File: config.mk
export PLATFORM = sky130hd
export DESIGN_NAME = miriscv_mdu
export DESIGN_NICKNAME = d
export VERILOG_FILES = /design/src/rtl/miriscv_mdu_pkg.sv /design/src/rtl/miriscv_pkg.sv /design/src/rtl/miriscv_mdu.sv
export SDC_FILE = /design/constraint.sdc
export NUM_CORES = 1
export LEC_CHECK = 0
export ABC_AREA = 0
export CAP_MARGIN = 20
export CORE_ASPECT_RATIO = 0.6
export CORE_MARGIN = 2
export CORE_UTILIZATION = 35
export CTS_CLUSTER_SIZE = 12
export DETAILED_ROUTE_END_ITERATION = 7
export SYNTH_ARGS = -nofsm -noshare
export SYNTH_HDL_FRONTEND = slang
export SYNTH_SLANG_ARGS = --single-unit
File: constraint.sdc
create_clock -name clk_i -period 10.65 [get_ports clk_i]
set_input_delay 3.195 -clock clk_i [delete_from_list [all_inputs] [get_ports clk_i]]
set_output_delay 3.195 -clock clk_i [all_outputs]
set_load 0.02 [all_outputs]
File: src/rtl/miriscv_mdu_pkg.sv
// -----------------------------------------------------------------------------
// miriscv_mdu_pkg
//  Types for the multiply/divide unit.
//  mdu_op_t    : M-extension operation, encoded as the instruction's funct3.
//  mdu_state_t : control states of the iterative datapath.
// -----------------------------------------------------------------------------
package miriscv_mdu_pkg;

   typedef enum logic [2:0] {
      MDU_MUL    = 3'b000,
      MDU_MULH   = 3'b001,
      MDU_MULHSU = 3'b010,
      MDU_MULHU  = 3'b011,
      MDU_DIV    = 3'b100,
      MDU_DIVU   = 3'b101,
      MDU_REM    = 3'b110,
      MDU_REMU   = 3'b111
   } mdu_op_t;

   typedef enum logic [1:0] {
      MDU_IDLE = 2'd0,
      MDU_CALC = 2'd1,
      MDU_FIX  = 2'd2,
      MDU_DONE = 2'd3
   } mdu_state_t;

endpackage : miriscv_mdu_pkg

File: src/rtl/miriscv_pkg.sv
// -----------------------------------------------------------------------------
// miriscv_pkg
//  Core-wide constants shared by the miriscv pipeline blocks.
//  XLEN : architectural register width (32 for RV32, 64 for RV64).
// -----------------------------------------------------------------------------
package miriscv_pkg;

   localparam int XLEN = 32;

endpackage : miriscv_pkg

File: src/rtl/miriscv_mdu.sv
// -----------------------------------------------------------------------------
// miriscv_mdu
//  Iterative multiply/divide unit for the miriscv execute stage
//  (MUL/MULH/MULHSU/MULHU/DIV/DIVU/REM/REMU).
//  Operands are converted to magnitudes on accept; the CALC state then runs
//  XLEN shift-add (multiply) or restoring (divide) steps on one 2*XLEN shift
//  register with one shared adder; FIX applies the sign and picks the result.
//  Divide-by-zero, signed overflow and (FAST_MUL=1) multiplies go straight to
//  DONE from the accept edge.
//
//  Ports
//   clk_i         clock
//   rst_i         synchronous active-high reset
//   mdu_req_i     request valid (held by the requester until ready)
//   mdu_op_i      operation, funct3 encoding
//   mdu_port_a_i  rs1 operand
//   mdu_port_b_i  rs2 operand
//   mdu_kill_i    flush: abandon any operation, no done pulse
//   mdu_ready_o   idle, a request is accepted this cycle
//   mdu_done_o    one-cycle result-valid pulse
//   mdu_result_o  registered result, held until the next done
// -----------------------------------------------------------------------------
module miriscv_mdu
   import miriscv_mdu_pkg::*;
#(
   parameter int XLEN     = miriscv_pkg::XLEN,
   parameter bit FAST_MUL = 1'b0
) (
   input  logic            clk_i,
   input  logic            rst_i,
   input  logic            mdu_req_i,
   input  logic [2:0]      mdu_op_i,
   input  logic [XLEN-1:0] mdu_port_a_i,
   input  logic [XLEN-1:0] mdu_port_b_i,
   input  logic            mdu_kill_i,
   output logic            mdu_ready_o,
   output logic            mdu_done_o,
   output logic [XLEN-1:0] mdu_result_o
);

   localparam int CW = $clog2(XLEN);

   // ---------------------------------------------------------------- registers
   mdu_state_t        state_q;
   logic [CW-1:0]     cnt_q;
   mdu_op_t           op_q;
   logic [XLEN-1:0]   opnd_q;     // multiplicand (mul) or divisor (div) magnitude
   logic [2*XLEN-1:0] sr_q;       // {hi, lo}: product, or {remainder, quotient}
   logic              res_neg_q;  // product / quotient must be negated
   logic              rem_neg_q;  // remainder must be negated
   logic              ready_q;
   logic              done_q;
   logic [XLEN-1:0]   result_q;

   // ------------------------------------------------------- accept-side decode
   mdu_op_t         op_in;
   logic            is_mul_in;
   logic            sign_a_in;
   logic            sign_b_in;
   logic            a_neg_in;
   logic            b_neg_in;
   logic [XLEN-1:0] a_mag_in;
   logic [XLEN-1:0] b_mag_in;
   logic            accept;
   logic            div0_in;
   logic            ovf_in;
   logic            early_in;
   logic [XLEN-1:0] early_res;
   logic [2*XLEN-1:0] fast_prod;

   assign op_in     = mdu_op_t'(mdu_op_i);
   assign is_mul_in = ~mdu_op_i[2];

   always_comb begin
      sign_a_in = (op_in == MDU_MULH) || (op_in == MDU_MULHSU) ||
                  (op_in == MDU_DIV)  || (op_in == MDU_REM);
      sign_b_in = (op_in == MDU_MULH) || (op_in == MDU_DIV) || (op_in == MDU_REM);
   end

   assign a_neg_in = sign_a_in & mdu_port_a_i[XLEN-1];
   assign b_neg_in = sign_b_in & mdu_port_b_i[XLEN-1];
   // -(-2^(XLEN-1)) wraps to 2^(XLEN-1), which is the correct unsigned magnitude.
   assign a_mag_in = a_neg_in ? -mdu_port_a_i : mdu_port_a_i;
   assign b_mag_in = b_neg_in ? -mdu_port_b_i : mdu_port_b_i;

   assign accept   = mdu_req_i && ready_q && !mdu_kill_i;
   assign div0_in  = !is_mul_in && (mdu_port_b_i == '0);
   assign ovf_in   = ((op_in == MDU_DIV) || (op_in == MDU_REM)) &&
                     (mdu_port_a_i == {1'b1, {(XLEN-1){1'b0}}}) &&
                     (mdu_port_b_i == '1);
   assign early_in = div0_in || ovf_in || (FAST_MUL && is_mul_in);

   if (FAST_MUL) begin : g_fast_mul
      logic [2*XLEN-1:0] mag_prod;
      assign mag_prod  = {{XLEN{1'b0}}, a_mag_in} * {{XLEN{1'b0}}, b_mag_in};
      assign fast_prod = (a_neg_in ^ b_neg_in) ? -mag_prod : mag_prod;
   end else begin : g_no_fast_mul
      assign fast_prod = '0;
   end

   // funct3[1] separates REM* from DIV*, funct3[1:0]==0 is the low-half MUL.
   always_comb begin
      early_res = '0;
      if (div0_in) begin
         early_res = mdu_op_i[1] ? mdu_port_a_i : '1;
      end else if (ovf_in) begin
         early_res = mdu_op_i[1] ? '0 : mdu_port_a_i;
      end else if (mdu_op_i[1:0] == 2'b00) begin
         early_res = fast_prod[XLEN-1:0];
      end else begin
         early_res = fast_prod[2*XLEN-1:XLEN];
      end
   end

   // ---------------------------------------------------- shared iteration step
   logic [XLEN:0]     rem_sh;   // partial remainder shifted left by one quotient bit
   logic [XLEN+1:0]   add_x;
   logic [XLEN+1:0]   add_y;
   logic              add_cin;
   logic [XLEN+1:0]   add_res;
   logic              div_ge;
   logic [2*XLEN-1:0] sr_d;

   assign rem_sh = {sr_q[2*XLEN-1:XLEN], sr_q[XLEN-1]};

   always_comb begin
      if (op_q[2]) begin
         // rem_sh - divisor as rem_sh + ~divisor + 1; top bit set means it went negative
         add_x   = {1'b0, rem_sh};
         add_y   = ~{2'b00, opnd_q};
         add_cin = 1'b1;
      end else begin
         add_x   = {2'b00, sr_q[2*XLEN-1:XLEN]};
         add_y   = sr_q[0] ? {2'b00, opnd_q} : '0;
         add_cin = 1'b0;
      end
   end

   assign add_res = add_x + add_y + {{(XLEN+1){1'b0}}, add_cin};
   assign div_ge  = ~add_res[XLEN+1];

   always_comb begin
      if (op_q[2]) begin
         sr_d = {(div_ge ? add_res[XLEN-1:0] : rem_sh[XLEN-1:0]), sr_q[XLEN-2:0], div_ge};
      end else begin
         // carry of the partial-product add drops into the top bit as everything shifts right
         sr_d = {add_res[XLEN:0], sr_q[XLEN-1:1]};
      end
   end

   // ------------------------------------------------------- sign fix / select
   logic [2*XLEN-1:0] prod_fix;
   logic [XLEN-1:0]   fix_res;

   assign prod_fix = res_neg_q ? -sr_q : sr_q;

   always_comb begin
      case (op_q)
         MDU_MUL:                         fix_res = prod_fix[XLEN-1:0];
         MDU_MULH, MDU_MULHSU, MDU_MULHU: fix_res = prod_fix[2*XLEN-1:XLEN];
         MDU_DIV, MDU_DIVU:               fix_res = res_neg_q ? -sr_q[XLEN-1:0] : sr_q[XLEN-1:0];
         default:                         fix_res = rem_neg_q ? -sr_q[2*XLEN-1:XLEN]
                                                              : sr_q[2*XLEN-1:XLEN];
      endcase
   end

   // --------------------------------------------------------------------- FSM
   always_ff @(posedge clk_i) begin
      if (rst_i) begin
         state_q   <= MDU_IDLE;
         cnt_q     <= '0;
         op_q      <= MDU_MUL;
         opnd_q    <= '0;
         sr_q      <= '0;
         res_neg_q <= 1'b0;
         rem_neg_q <= 1'b0;
         ready_q   <= 1'b1;
         done_q    <= 1'b0;
         result_q  <= '0;
      end else if (mdu_kill_i) begin
         state_q <= MDU_IDLE;
         cnt_q   <= '0;
         ready_q <= 1'b1;
         done_q  <= 1'b0;
      end else begin
         case (state_q)
            MDU_IDLE: begin
               if (accept) begin
                  op_q      <= op_in;
                  res_neg_q <= a_neg_in ^ b_neg_in;
                  rem_neg_q <= a_neg_in;
                  ready_q   <= 1'b0;
                  cnt_q     <= '0;
                  if (early_in) begin
                     result_q <= early_res;
                     done_q   <= 1'b1;
                     state_q  <= MDU_DONE;
                  end else begin
                     opnd_q  <= is_mul_in ? a_mag_in : b_mag_in;
                     sr_q    <= {{XLEN{1'b0}}, (is_mul_in ? b_mag_in : a_mag_in)};
                     state_q <= MDU_CALC;
                  end
               end
            end
            MDU_CALC: begin
               sr_q  <= sr_d;
               cnt_q <= cnt_q + CW'(1);
               if (cnt_q == CW'(XLEN-1)) begin
                  cnt_q   <= '0;
                  state_q <= MDU_FIX;
               end
            end
            MDU_FIX: begin
               result_q <= fix_res;
               done_q   <= 1'b1;
               state_q  <= MDU_DONE;
            end
            MDU_DONE: begin
               done_q  <= 1'b0;
               ready_q <= 1'b1;
               state_q <= MDU_IDLE;
            end
            default: begin
               ready_q <= 1'b1;
               done_q  <= 1'b0;
               state_q <= MDU_IDLE;
            end
         endcase
      end
   end

   assign mdu_ready_o  = ready_q;
   assign mdu_done_o   = done_q;
   assign mdu_result_o = result_q;

endmodule : miriscv_mdu

==> impl_metrics.py, run 1 <==
metrics = {
    "status": {
        "status": "complete, no violations",
    },
    "yosys": {
        "syn_area_mm2": 0.0142,
        "number_of_standard_cells_after_synthesis": 2048,
        "syn-mean-instance-area_um2": 6.92,
        "synth-edff-count": 0,
        "yosys.cell_types.count": 79,
        "synth.net_count": 2164,
        "async_set_reset_flop_share_out_of_synthesis": 0,
        "synthesis.yosys.warnings": 0,
        "ys.flop_type": "sky130_fd_sc_hd__dfxtp_1",
        "synth-seq-cells": 142,
        "synth_sequential_area_ratio": 0.201,
    },
    "placed_design": {
        "detailedPlacementHpwl_mm": 49.7,
        "gp_routability_congestion": 0.991,
        "place.port_buffers": 104,
        "pre_cts_slack_ns": 3.36,
    },
    "clocking": {
        "clock_insertion_delay_worst_skew_ns": 0.46,
        "cts_buffer_depth": 2,
        "numCtsBuffers": 17,
        "h-tree-depth": 4,
        "tritoncts": "yes",
        "cts_hold_buffers": 0,
        "cts_sinks": 142,
        "cts.repair.resized": 0,
        "clkSlewWorstSetupHoldPaths_ns": 0.07,
        "post-cts-setup-buffer-count": 0,
        "ctsRootBufferMaster": "sky130_fd_sc_hd__clkbuf_16",
    },
    "power": {
        "pwr-share-clk": 0.336,
        "ir_drop_v": 0.000113,
        "pleak_nw": 5.77,
        "combPwrFrac": 0.322,
        "power.density_cell_area_mw_per_mm2": 111,
        "power_frac_seq": 0.343,
        "switchingPower_uw": 724,
        "switching_share": 0.407,
        "p_int_mw": 1.06,
    },
    "floorplan": {
        "pin_count": 105,
        "die_span_in_x_um": 264,
        "die-area_mm2": 0.0422,
        "chipHeight_um": 160,
        "core_area_mm2": 0.0402,
        "effective_utilization_at_floorplan": 0.352,
        "core.rowCount": 57,
    },
    "drt": {
        "dr.first_iter.drc_count": 2515,
        "avgRoutedWirePerCell_um": 25.1,
        "router_iterations_before_antenna_repair": 8,
        "wl_met2_mm": 23.4,
        "topRoutingLayerUsed": "met4",
        "detail-route-antenna-nets": 0,
        "drc_markers": 0,
        "drt_wl_total_mm": 64.7,
        "met3_length_mm": 9.77,
        "route.layer.met1.wl_mm": 30.7,
        "post_drt_via_cell_ratio": 6.42,
        "total_via_count_after_detailed_routing": 16500,
    },
    "timing": {
        "report.final.setup_viol": 0,
        "min_period_ns": 7.00,
        "timing.final.hold_violations": 0,
        "layout_worst_path_cycle_share": 0.657,
        "fmaxAchievable_mhz": 143,
        "grt_setup_unrepaired": "false",
        "post_layout_worst_setup_margin_ns": 3.65,
        "slew_headroom": 0.261,
        "maxSlewViolCount": 0,
        "finClkSkew_ns": 0.0147,
        "timing.setup.tns_ns": 0,
        "worstMarginPinSlew_ns": 1.10,
    },
    "cells_and_area": {
        "area_growth_pct": 13.1,
        "fin_nets": 2144,
        "ratio_of_cells_with_drive_above_1_in_the_final_layout": 0.0701,
    },
    "setup_path": {
        "crit_required_ns": 11.01,
        "critical_path.startpoint_type": "input pin",
        "crit_path_dat_ns": 7.36,
        "path_max_fanout": 10,
        "crit_path_end_kind": "flop",
        "worst-setup-path-type": "input pin to flop",
    },
    "grt": {
        "grt.overflow.total": 0,
        "antenna_found_initial": 1,
        "grt_pass1_wl_mm": 94.6,
        "gr-usage-all-layers": 0.296,
        "grt_start_max_net_pins": 78,
        "first_global_vias": 14300,
    },
    "flow_run": {
        "cap_viol_max_count": 0,
    },
    "hold_path": {
        "min-delay-path-class": "flop to flop",
    },
}
## path summary, 6_finish.rpt
kind	cells past startpoint	slack, ns	end	startpoint
setup / recovery	12	3.65	mdu_result_o[11]$_SDFFE_PP0P_	mdu_port_a_i[0]
hold reg to reg	2	0.47	mdu_result_o[16]$_SDFFE_PP0P_	mdu_result_o[16]$_SDFFE_PP0P_
setup reg to reg	14	5.31	sr_q[61]$_SDFFE_PP0P_	op_q[2]$_SDFFE_PP0P_
hold / removal	2	0.47	mdu_result_o[16]$_SDFFE_PP0P_	mdu_result_o[16]$_SDFFE_PP0P_
## area by class of cell
class                           instances  area (um2)
Antenna cell                            1        2.50
Fill cell                            4200       24200
Inverter                               38         143
Sequential cell                       142        2850
Clock buffer                           17         425
Timing Repair Buffer                  136        1290
Tap cell                              531         664
Clock inverter                         15         124
Multi-Input combinational cell       1693       10500
## flip-flops by register name (all words and copies together) (netlist names)
signal and flops:
sr_q 64, mdu_result_o 32, opnd_q 32, cnt_q 5, op_q 3, state_q 2
mdu_done_o 1, mdu_ready_o 1, rem_neg_q 1, res_neg_q 1
## power groups by stage
stage,combinational (mW),clock [mW],sequential (mW)
floorplan,0.342,0,0.600
global placement,0.543,0,0.618
detailed placement,0.544,0,0.619
CTS,0.547,0.601,0.607
global route,0.604,0.626,0.612
finish,0.572,0.598,0.610
## cells in the mapped netlist (14+ instances only)
| master | count | area (um2) |
|---|---|---|
| sky130_fd_sc_hd__a21oi_1 | 156 | 781 |
| sky130_fd_sc_hd__xnor2_1 | 68 | 596 |
| sky130_fd_sc_hd__xor2_1 | 70 | 613 |
| sky130_fd_sc_hd__o21a_1 | 16 | 120 |
| sky130_fd_sc_hd__dfxtp_1 | 142 | 2840 |
| sky130_fd_sc_hd__or3_1 | 33 | 206 |
| sky130_fd_sc_hd__a21o_1 | 15 | 113 |
| sky130_fd_sc_hd__a31oi_1 | 21 | 131 |
| sky130_fd_sc_hd__mux2i_1 | 52 | 521 |
| sky130_fd_sc_hd__o221ai_1 | 28 | 245 |
| sky130_fd_sc_hd__o41ai_1 | 21 | 184 |
| sky130_fd_sc_hd__o31ai_1 | 44 | 330 |
| sky130_fd_sc_hd__nor4_1 | 25 | 156 |
| sky130_fd_sc_hd__nand3_1 | 39 | 195 |
| sky130_fd_sc_hd__nor3_1 | 76 | 380 |
| sky130_fd_sc_hd__ha_1 | 43 | 538 |
| sky130_fd_sc_hd__nand4_1 | 32 | 200 |
| sky130_fd_sc_hd__or4_1 | 14 | 105 |
| sky130_fd_sc_hd__clkbuf_1 | 158 | 593 |
| sky130_fd_sc_hd__o22ai_1 | 31 | 194 |
| sky130_fd_sc_hd__nor2_1 | 263 | 987 |
| sky130_fd_sc_hd__nand2_1 | 213 | 800 |
| sky130_fd_sc_hd__a211oi_1 | 45 | 338 |
| sky130_fd_sc_hd__mux2_2 | 41 | 462 |
| sky130_fd_sc_hd__inv_1 | 36 | 135 |
| sky130_fd_sc_hd__o21ai_0 | 163 | 816 |
| sky130_fd_sc_hd__o211ai_1 | 16 | 120 |
## kinds of logic (layout without fill, tap and decap cells)
group,count (synthesis),in the layout,share of synthesized area
other,0,1,0
AOI/OAI and AO/OA,647,647,0.294
muxes,93,93,0.0693
buffers and inverters,213,206,0.0580
adders and majority gates,45,45,0.0408
xor gates and xnor gates,138,138,0.0853
and+or+nand+nor,770,770,0.252
DFF,142,142,0.201
## placed cells by master (no fill, tap or decap), drive strengths merged, types with 11 or more instances in the layout
cell           netlist  layout
o211ai              16      16
xor2                70      70
nor2               263     263
a21o                15      15
or2                 11      11
o41ai               21      21
clkdlybuf4s50        0     102
o221ai              28      28
o21a                16      16
or4                 16      16
ha                  43      43
o22ai               31      31
nand2b              11      11
dfxtp              142     142
mux2i               52      52
or3                 33      33
a31oi               21      21
a221oi              11      11
nand3               39      39
nor4                25      25
nand4               32      32
a311oi              11      11
xnor2               68      68
o31ai               44      44
o21ai              168     168
a211oi              45      45
nor3                76      76
clkbuf             158      17
buf                 17      34
inv                 36      45
mux2                41      41
a21oi              156     156
nand2              213     213
## per-stage QoR
| step | utilization | cell area, um2 | power (mW) | hold slack (ns) | cells |
|---|---|---|---|---|---|
| floorplan | - | 14200 | 0.943 | 0.442 | 2048 |
| detailed placement | 0.384 | 15500 | 1.16 | 0.460 | 2538 |
| global placement | 0.384 | 15400 | 1.16 | 0.455 | 2537 |
| finish | 0.399 | 16000 | 1.78 | 0.465 | 2573 |
| global route | 0.399 | 16000 | 1.84 | 0.487 | 2572 |
| CTS | 0.398 | 16000 | 1.75 | 0.468 | 2570 |
## critical path, cell delays in order
cell and delay, ns:
sky130_fd_sc_hd__clkdlybuf4s50_1 0.64, sky130_fd_sc_hd__inv_1 0.15, sky130_fd_sc_hd__ha_1 0.20, sky130_fd_sc_hd__nor4b_1 0.35
sky130_fd_sc_hd__nand3_1 0.33, sky130_fd_sc_hd__or2_2 0.45, sky130_fd_sc_hd__nor4_1 0.89, sky130_fd_sc_hd__o21ai_1 0.47
sky130_fd_sc_hd__buf_6 0.27, sky130_fd_sc_hd__nor2_1 0.10, sky130_fd_sc_hd__a21oi_1 0.05, sky130_fd_sc_hd__a311oi_1 0.27
## per-layer routing
layer,GRT usage,up-vias
met2,0.371,1064
li1,-,7484
met4,0.0504,0
met5,0,-
met1,0.468,7881
met3,0.107,79
(Power assumes the default switching activity.)
==> run 2, diff against run 1 <==
==> constraint.sdc (replaced) <==
create_clock -name clk_i -period 6.6 [get_ports clk_i]
set_input_delay 1.98 -clock clk_i [delete_from_list [all_inputs] [get_ports clk_i]]
set_output_delay 1.98 -clock clk_i [all_outputs]
set_load 0.02 [all_outputs]
==> run 2 against run 1 <==
Net effect: count of clock-buffer cells in the layout stayed put; die area is the same; sequential share of layout area hardly changed; critical path depth decreased by 2; sequential power rose by 62%; flip-flop and latch count did not move; via count shrank 1.6%; hold slack improved by 0.0049 ns; non-clock buffer count up 6.
==> impl_metrics.py, run 2 (synthesized netlist as in run 1, its figures left out) <==
metrics = {
    "floorplan": {
        "die-area_mm2": 0.0422,
        "effective_utilization_at_floorplan": 0.352,
        "core_area_mm2": 0.0402,
        "core.rowCount": 57,
        "die_span_in_x_um": 264,
        "chipHeight_um": 160,
        "pin_count": 105,
    },
    "grt": {
        "gr-usage-all-layers": 0.294,
        "grt.overflow.total": 0,
        "grt_start_max_net_pins": 68,
        "antenna_found_initial": 0,
        "first_global_vias": 14500,
        "grt_pass1_wl_mm": 94.5,
    },
    "power": {
        "switching_share": 0.405,
        "switchingPower_mw": 1.16,
        "pwr-share-clk": 0.332,
        "ir_drop_v": 0.000153,
        "p_int_mw": 1.70,
        "power.density_cell_area_mw_per_mm2": 178,
        "pleak_nw": 5.78,
        "combPwrFrac": 0.323,
        "power_frac_seq": 0.344,
    },
    "timing": {
        "report.final.setup_viol": 0,
        "timing.final.hold_violations": 0,
        "worstMarginPinSlew_ns": 1.10,
        "min_period_ns": 5.34,
        "finClkSkew_ns": 0.0104,
        "fmaxAchievable_mhz": 187,
        "timing.setup.tns_ns": 0,
        "maxSlewViolCount": 0,
        "worst_hold_slack_ns": 0.470,
        "layout_worst_path_cycle_share": 0.808,
        "grt_setup_unrepaired": "false",
        "slew_headroom": 0.255,
    },
    "clocking": {
        "cts.repair.resized": 0,
        "cts_sinks": 142,
        "clock_insertion_delay_worst_skew_ns": 0.46,
        "cts_buffer_depth": 2,
        "post-cts-setup-buffer-count": 0,
        "cts_hold_buffers": 0,
        "h-tree-depth": 4,
        "tritoncts": "yes",
        "ctsRootBufferMaster": "sky130_fd_sc_hd__clkbuf_16",
        "clkSlewWorstSetupHoldPaths_ns": 0.07,
        "numCtsBuffers": 17,
    },
    "drt": {
        "dr.first_iter.drc_count": 2494,
        "total_via_count_after_detailed_routing": 16200,
        "avgRoutedWirePerCell_um": 24.7,
        "post_drt_via_cell_ratio": 6.30,
        "router_iterations_before_antenna_repair": 6,
        "drt_wl_total_mm": 63.7,
        "drc_markers": 0,
        "detail-route-antenna-nets": 0,
    },
    "setup_path": {
        "worstRegToRegCells": 13,
        "worstReg2RegStart": "op_q[2]$_SDFFE_PP0P_",
        "worst-setup-path-type": "input pin to flop",
        "crit_required_ns": 6.97,
        "crit_path_end_kind": "flop",
        "path_max_fanout": 21,
        "crit_path_dat_ns": 5.70,
        "reg2reg_to": "sr_q[61]$_SDFFE_PP0P_",
        "r2r_slack_ns": 1.73,
        "critical_path.startpoint_type": "input pin",
    },
    "cells_and_area": {
        "layout_common_cells": "sky130_fd_sc_hd__nor2_1 (261), sky130_fd_sc_hd__nand2_1 (213), sky130_fd_sc_hd__o21ai_0 (163)",
        "most_common_cell_after_layout_fill_and_taps_aside": "sky130_fd_sc_hd__nor2_1",
        "ratio_of_cells_with_drive_above_1_in_the_final_layout": 0.0728,
        "antenna_cells_inserted": 0,
        "area_growth_pct": 13.3,
        "filler_cell_count": 4244,
        "fin_nets": 2150,
        "largest_register_ffs": 64,
        "register_name_with_the_most_flops": "sr_q",
    },
    "hold_path": {
        "depth_of_the_worst_hold_timing_path": 2,
        "min-delay-path-class": "flop to flop",
        "worst_min_path_start": "mdu_result_o[10]$_SDFFE_PP0P_",
        "hold-path-endpoint": "mdu_result_o[10]$_SDFFE_PP0P_",
    },
    "status": {
        "status": "complete, no violations",
    },
    "placed_design": {
        "place.port_buffers": 104,
        "detailedPlacementHpwl_mm": 49.6,
        "gp_routability_congestion": 1.02,
    },
    "flow_run": {
        "cap_viol_max_count": 0,
    },
}
[run 2: metal layers]
| layer | GRT usage | vias to the layer above | routed length, um |
|---|---|---|---|
| met2 | 0.365 | 960 | 22900 |
| met5 | 0.00113 | - | 0 |
| li1 | - | 7483 | - |
| met4 | 0.0488 | 0 | 938 |
| met1 | 0.457 | 7715 | 30000 |
| met3 | 0.121 | 84 | 9810 |
[run 2: through the flow]
step / area [um2] / utilization / std cells / worst slack, ns / total power [mW]
after floorplan: 14200 / - / 2048 / 1.78 / 1.52
after global placement: 15500 / 0.385 / 2545 / 0.896 / 1.87
after detailed placement: 15500 / 0.386 / 2546 / 0.862 / 1.88
after CTS: 16100 / 0.399 / 2578 / 1.35 / 2.83
after global routing: 16100 / 0.399 / 2578 / 1.09 / 2.96
final: 16100 / 0.399 / 2578 / 1.26 / 2.86
[run 2: power groups by stage]
stage	Sequential (mW)	Combinational (mW)	Clock, mW
floorplan	0.969	0.552	0
global placement	0.999	0.875	0
detailed placement	1.00	0.876	0
CTS	0.981	0.880	0.965
global route	0.989	0.974	0.998
finish	0.986	0.925	0.951
[run 2: worst max-delay path, stage by stage]
cell	delay [ns]
sky130_fd_sc_hd__clkdlybuf4s50_1	0.51
sky130_fd_sc_hd__or4_4	0.60
sky130_fd_sc_hd__or4_1	0.56
sky130_fd_sc_hd__or3_1	0.55
sky130_fd_sc_hd__nor2_2	0.73
sky130_fd_sc_hd__buf_4	0.29
sky130_fd_sc_hd__nor2_1	0.05
sky130_fd_sc_hd__nor3_1	0.14
sky130_fd_sc_hd__nor3_1	0.06
sky130_fd_sc_hd__a211oi_1	0.22
[run 2: worst max-delay path by stage]
| stage | startpoint | endpoint | depth (start not counted) |
|---|---|---|---|
| detailed placement | mdu_port_b_i[27] | mdu_result_o[24]$_SDFFE_PP0P_ | 10 |
| global route | mdu_port_a_i[0] | mdu_result_o[14]$_SDFFE_PP0P_ | 11 |
| global placement | mdu_port_b_i[27] | mdu_result_o[24]$_SDFFE_PP0P_ | 10 |
| CTS | mdu_port_b_i[27] | mdu_result_o[24]$_SDFFE_PP0P_ | 10 |
| finish | mdu_port_b_i[27] | mdu_result_o[24]$_SDFFE_PP0P_ | 10 |
| floorplan | mdu_port_a_i[21] | mdu_result_o[22]$_SDFFE_PP0P_ | 10 |
[run 2: final cells by class]
class,count,area (um2),share of cell area
clock inverter,15,125,0.00779
multi-input combinational,1693,10500,0.656
inverter,38,143,0.00888
clock buffer,17,425,0.0265
tap,531,664,0.0414
timing repair buffer,142,1320,0.0822
sequential,142,2850,0.177
==> run 3, diff against run 2 <==
==> constraint.sdc (replaced) <==
create_clock -name clk_i -period 4.53 [get_ports clk_i]
set_input_delay 1.359 -clock clk_i [delete_from_list [all_inputs] [get_ports clk_i]]
set_output_delay 1.359 -clock clk_i [all_outputs]
set_load 0.02 [all_outputs]
==> run 3 against run 2 <==
Net effect: the run now ends with design-rule violations left; design area is 7.9% higher; sequential share of layout area is 1.3 points lower; setup slack worse by 1.1 ns; clock skew is 0.017 ns higher; global-route usage is 0.90 points higher; count of clock-buffer cells in the layout stayed put; highest routed layer unchanged.
==> impl_metrics.py, run 3 (synthesized netlist as in run 1, its figures left out) <==
metrics = {
    "cells_and_area": {
        "multi_input_gate_area_in_the_final_layout_mm2": 0.0105,
        "ratio_of_cells_with_drive_above_1_in_the_final_layout": 0.134,
        "area.sequential_mm2": 0.00285,
        "finalNonFillerCells": 2723,
        "filler_cell_count": 4141,
        "finish.instance_area_mm2": 0.0173,
        "antenna_cells_inserted": 0,
        "largest_register_ffs": 64,
        "register_name_with_the_most_flops": "sr_q",
        "layout_common_cells": "sky130_fd_sc_hd__nor2_1 (261), sky130_fd_sc_hd__nand2_1 (213), sky130_fd_sc_hd__buf_4 (171)",
        "most_common_cell_after_layout_fill_and_taps_aside": "sky130_fd_sc_hd__nor2_1",
        "fin_nets": 2295,
        "area_growth_pct": 22.3,
    },
    "clocking": {
        "ctsRootBufferMaster": "sky130_fd_sc_hd__clkbuf_16",
        "cts.repair.resized": 0,
        "tritoncts": "yes",
        "numCtsBuffers": 17,
        "cts_buffer_depth": 2,
        "clkSlewWorstSetupHoldPaths_ns": 0.07,
        "post-cts-setup-buffer-count": 0,
        "cts_sinks": 142,
        "cts_hold_buffers": 0,
        "h-tree-depth": 4,
        "clock_insertion_delay_worst_skew_ns": 0.47,
    },
    "status": {
        "status": "complete, but fails checks",
        "violations": "design-rule violations",
    },
    "setup_path": {
        "buffers_inverters_on_critical_path": 2,
        "crit_path_dat_ns": 4.67,
        "path_max_fanout": 10,
        "crit_required_ns": 4.87,
        "crit_path_end_kind": "flop",
        "worst-setup-path-type": "flop to flop",
        "cp_slowest_cell": "sky130_fd_sc_hd__o31ai_2",
        "path_cells": "inv_1 > a21boi_0 > fa_1 > inv_1 > fa_1 > a211oi_1 > o211ai_1 > nor4bb_1 > o31ai_2 > a21oi_1 > o21ai_0 > mux2i_1 > a32o_1",
        "timing.critical_path.from": "op_q[2]$_SDFFE_PP0P_",
        "worstReg2RegStart": "op_q[2]$_SDFFE_PP0P_",
        "critical_path.top_delay_family": "compound AO/OA/AOI/OAI gates",
        "cpPeakStageDelay_ns": 0.49,
        "critical_path.startpoint_type": "flop",
    },
    "floorplan": {
        "core_area_mm2": 0.0402,
        "die-area_mm2": 0.0422,
        "chipHeight_um": 160,
        "die_span_in_x_um": 264,
        "effective_utilization_at_floorplan": 0.352,
        "core.rowCount": 57,
        "pin_count": 105,
    },
    "timing": {
        "grt_setup_unrepaired": "false",
        "fmaxAchievable_mhz": 231,
        "slew_headroom": 0.263,
        "layout_worst_path_cycle_share": 0.955,
        "maxSlewViolCount": 0,
        "worstMarginPinSlew_ns": 1.10,
        "min_period_ns": 4.32,
        "finClkSkew_ns": 0.0270,
        "report.final.setup_viol": 0,
        "timing.final.hold_violations": 0,
    },
    "power": {
        "pleak_nw": 6.56,
        "ir_drop_v": 0.000228,
        "power.density_cell_area_mw_per_mm2": 255,
        "design_power_total_mw": 4.43,
    },
    "placed_design": {
        "gp_routability_congestion": 1.02,
        "detailedPlacementHpwl_mm": 52.5,
        "placement.cell_area_mm2": 0.0167,
        "place_inst": 2691,
        "place.port_buffers": 104,
    },
    "grt": {
        "antenna_found_initial": 1,
        "grt_pass1_wl_mm": 97.0,
        "gr-usage-all-layers": 0.303,
        "grt_start_max_net_pins": 69,
        "first_global_vias": 15100,
        "grt.overflow.total": 0,
    },
    "drt": {
        "router_iterations_before_antenna_repair": 8,
        "drt_wl_total_mm": 66.1,
        "drc_markers": 2,
        "avgRoutedWirePerCell_um": 24.3,
        "dr.first_iter.drc_count": 2950,
        "detail-route-antenna-nets": 0,
        "total_via_count_after_detailed_routing": 17100,
        "post_drt_via_cell_ratio": 6.29,
    },
    "flow_run": {
        "cap_viol_max_count": 0,
    },
    "hold_path": {
        "worst_min_path_start": "opnd_q[30]$_SDFFE_PP0P_",
        "min-delay-path-class": "flop to flop",
    },
}
-- run 3: cell types whose count changed in the layout (fill, tap and decap cells not counted), sizes merged --
cell and change:
clkinv -2, bufinv +2, inv +2, buf +145
clkinvlp -2
-- run 3: worst register-to-register path, cell delays in order, from the launching register on --
cell and delay, ns:
sky130_fd_sc_hd__dfxtp_4 0.43, sky130_fd_sc_hd__inv_1 0.18, sky130_fd_sc_hd__a21boi_0 0.39, sky130_fd_sc_hd__fa_1 0.26, sky130_fd_sc_hd__inv_1 0.05, sky130_fd_sc_hd__fa_1 0.45
sky130_fd_sc_hd__a211oi_1 0.44, sky130_fd_sc_hd__o211ai_1 0.20, sky130_fd_sc_hd__nor4bb_1 0.19, sky130_fd_sc_hd__o31ai_2 0.49, sky130_fd_sc_hd__a21oi_1 0.20, sky130_fd_sc_hd__o21ai_0 0.48
sky130_fd_sc_hd__mux2i_1 0.16, sky130_fd_sc_hd__a32o_1 0.28
-- run 3: final cells by class --
type | count | area share
clock inverter | 15 | 0.00996
clock buffer | 17 | 0.0245
timing repair buffer | 287 | 0.147
multi-input combinational | 1693 | 0.608
tap | 531 | 0.0383
inverter | 38 | 0.00823
sequential | 142 | 0.164
-- run 3: metrics by stage --
| step | setup TNS (ns) | utilization | worst slack, ns | hold WS (ns) |
|---|---|---|---|---|
| 3_5_place_dp | -3.88 | 0.416 | -0.217 | 0.463 |
| 5_1_grt | 0 | 0.431 | 0.0598 | 0.488 |
| 4_1_cts | 0 | 0.431 | 0.238 | 0.473 |
| 6_report | 0 | 0.431 | 0.205 | 0.472 |
| 3_3_place_gp | -2.08 | 0.416 | -0.207 | 0.455 |
| 2_1_floorplan | 0 | - | 0.142 | 0.442 |
-- run 3: worst paths after layout --
path,end,slack [ns],cells after the start
worst max register to register,sr_q[61]$_SDFFE_PP0P_,0.21,13
worst min-delay path,opnd_q[30]$_SDFFE_PP0P_,0.47,2
worst min register to register,opnd_q[30]$_SDFFE_PP0P_,0.47,2
worst max-delay path,sr_q[61]$_SDFFE_PP0P_,0.21,13
-- run 3: metal layers --
layer / track usage / routed length, um / up-vias
met2: 0.382 / 23900 / 1080
met4: 0.0522 / 848 / 0
met1: 0.485 / 32100 / 8162
met5: 0 / 0 / -
met3: 0.0948 / 9230 / 70
li1: - / - / 7803
-- run 3: power breakdown --
part	internal (mW)	switching, mW	leakage [nW]
Combinational	0.550	0.929	5.12
Sequential	1.32	0.107	1.15
Clock	0.830	0.691	0.290
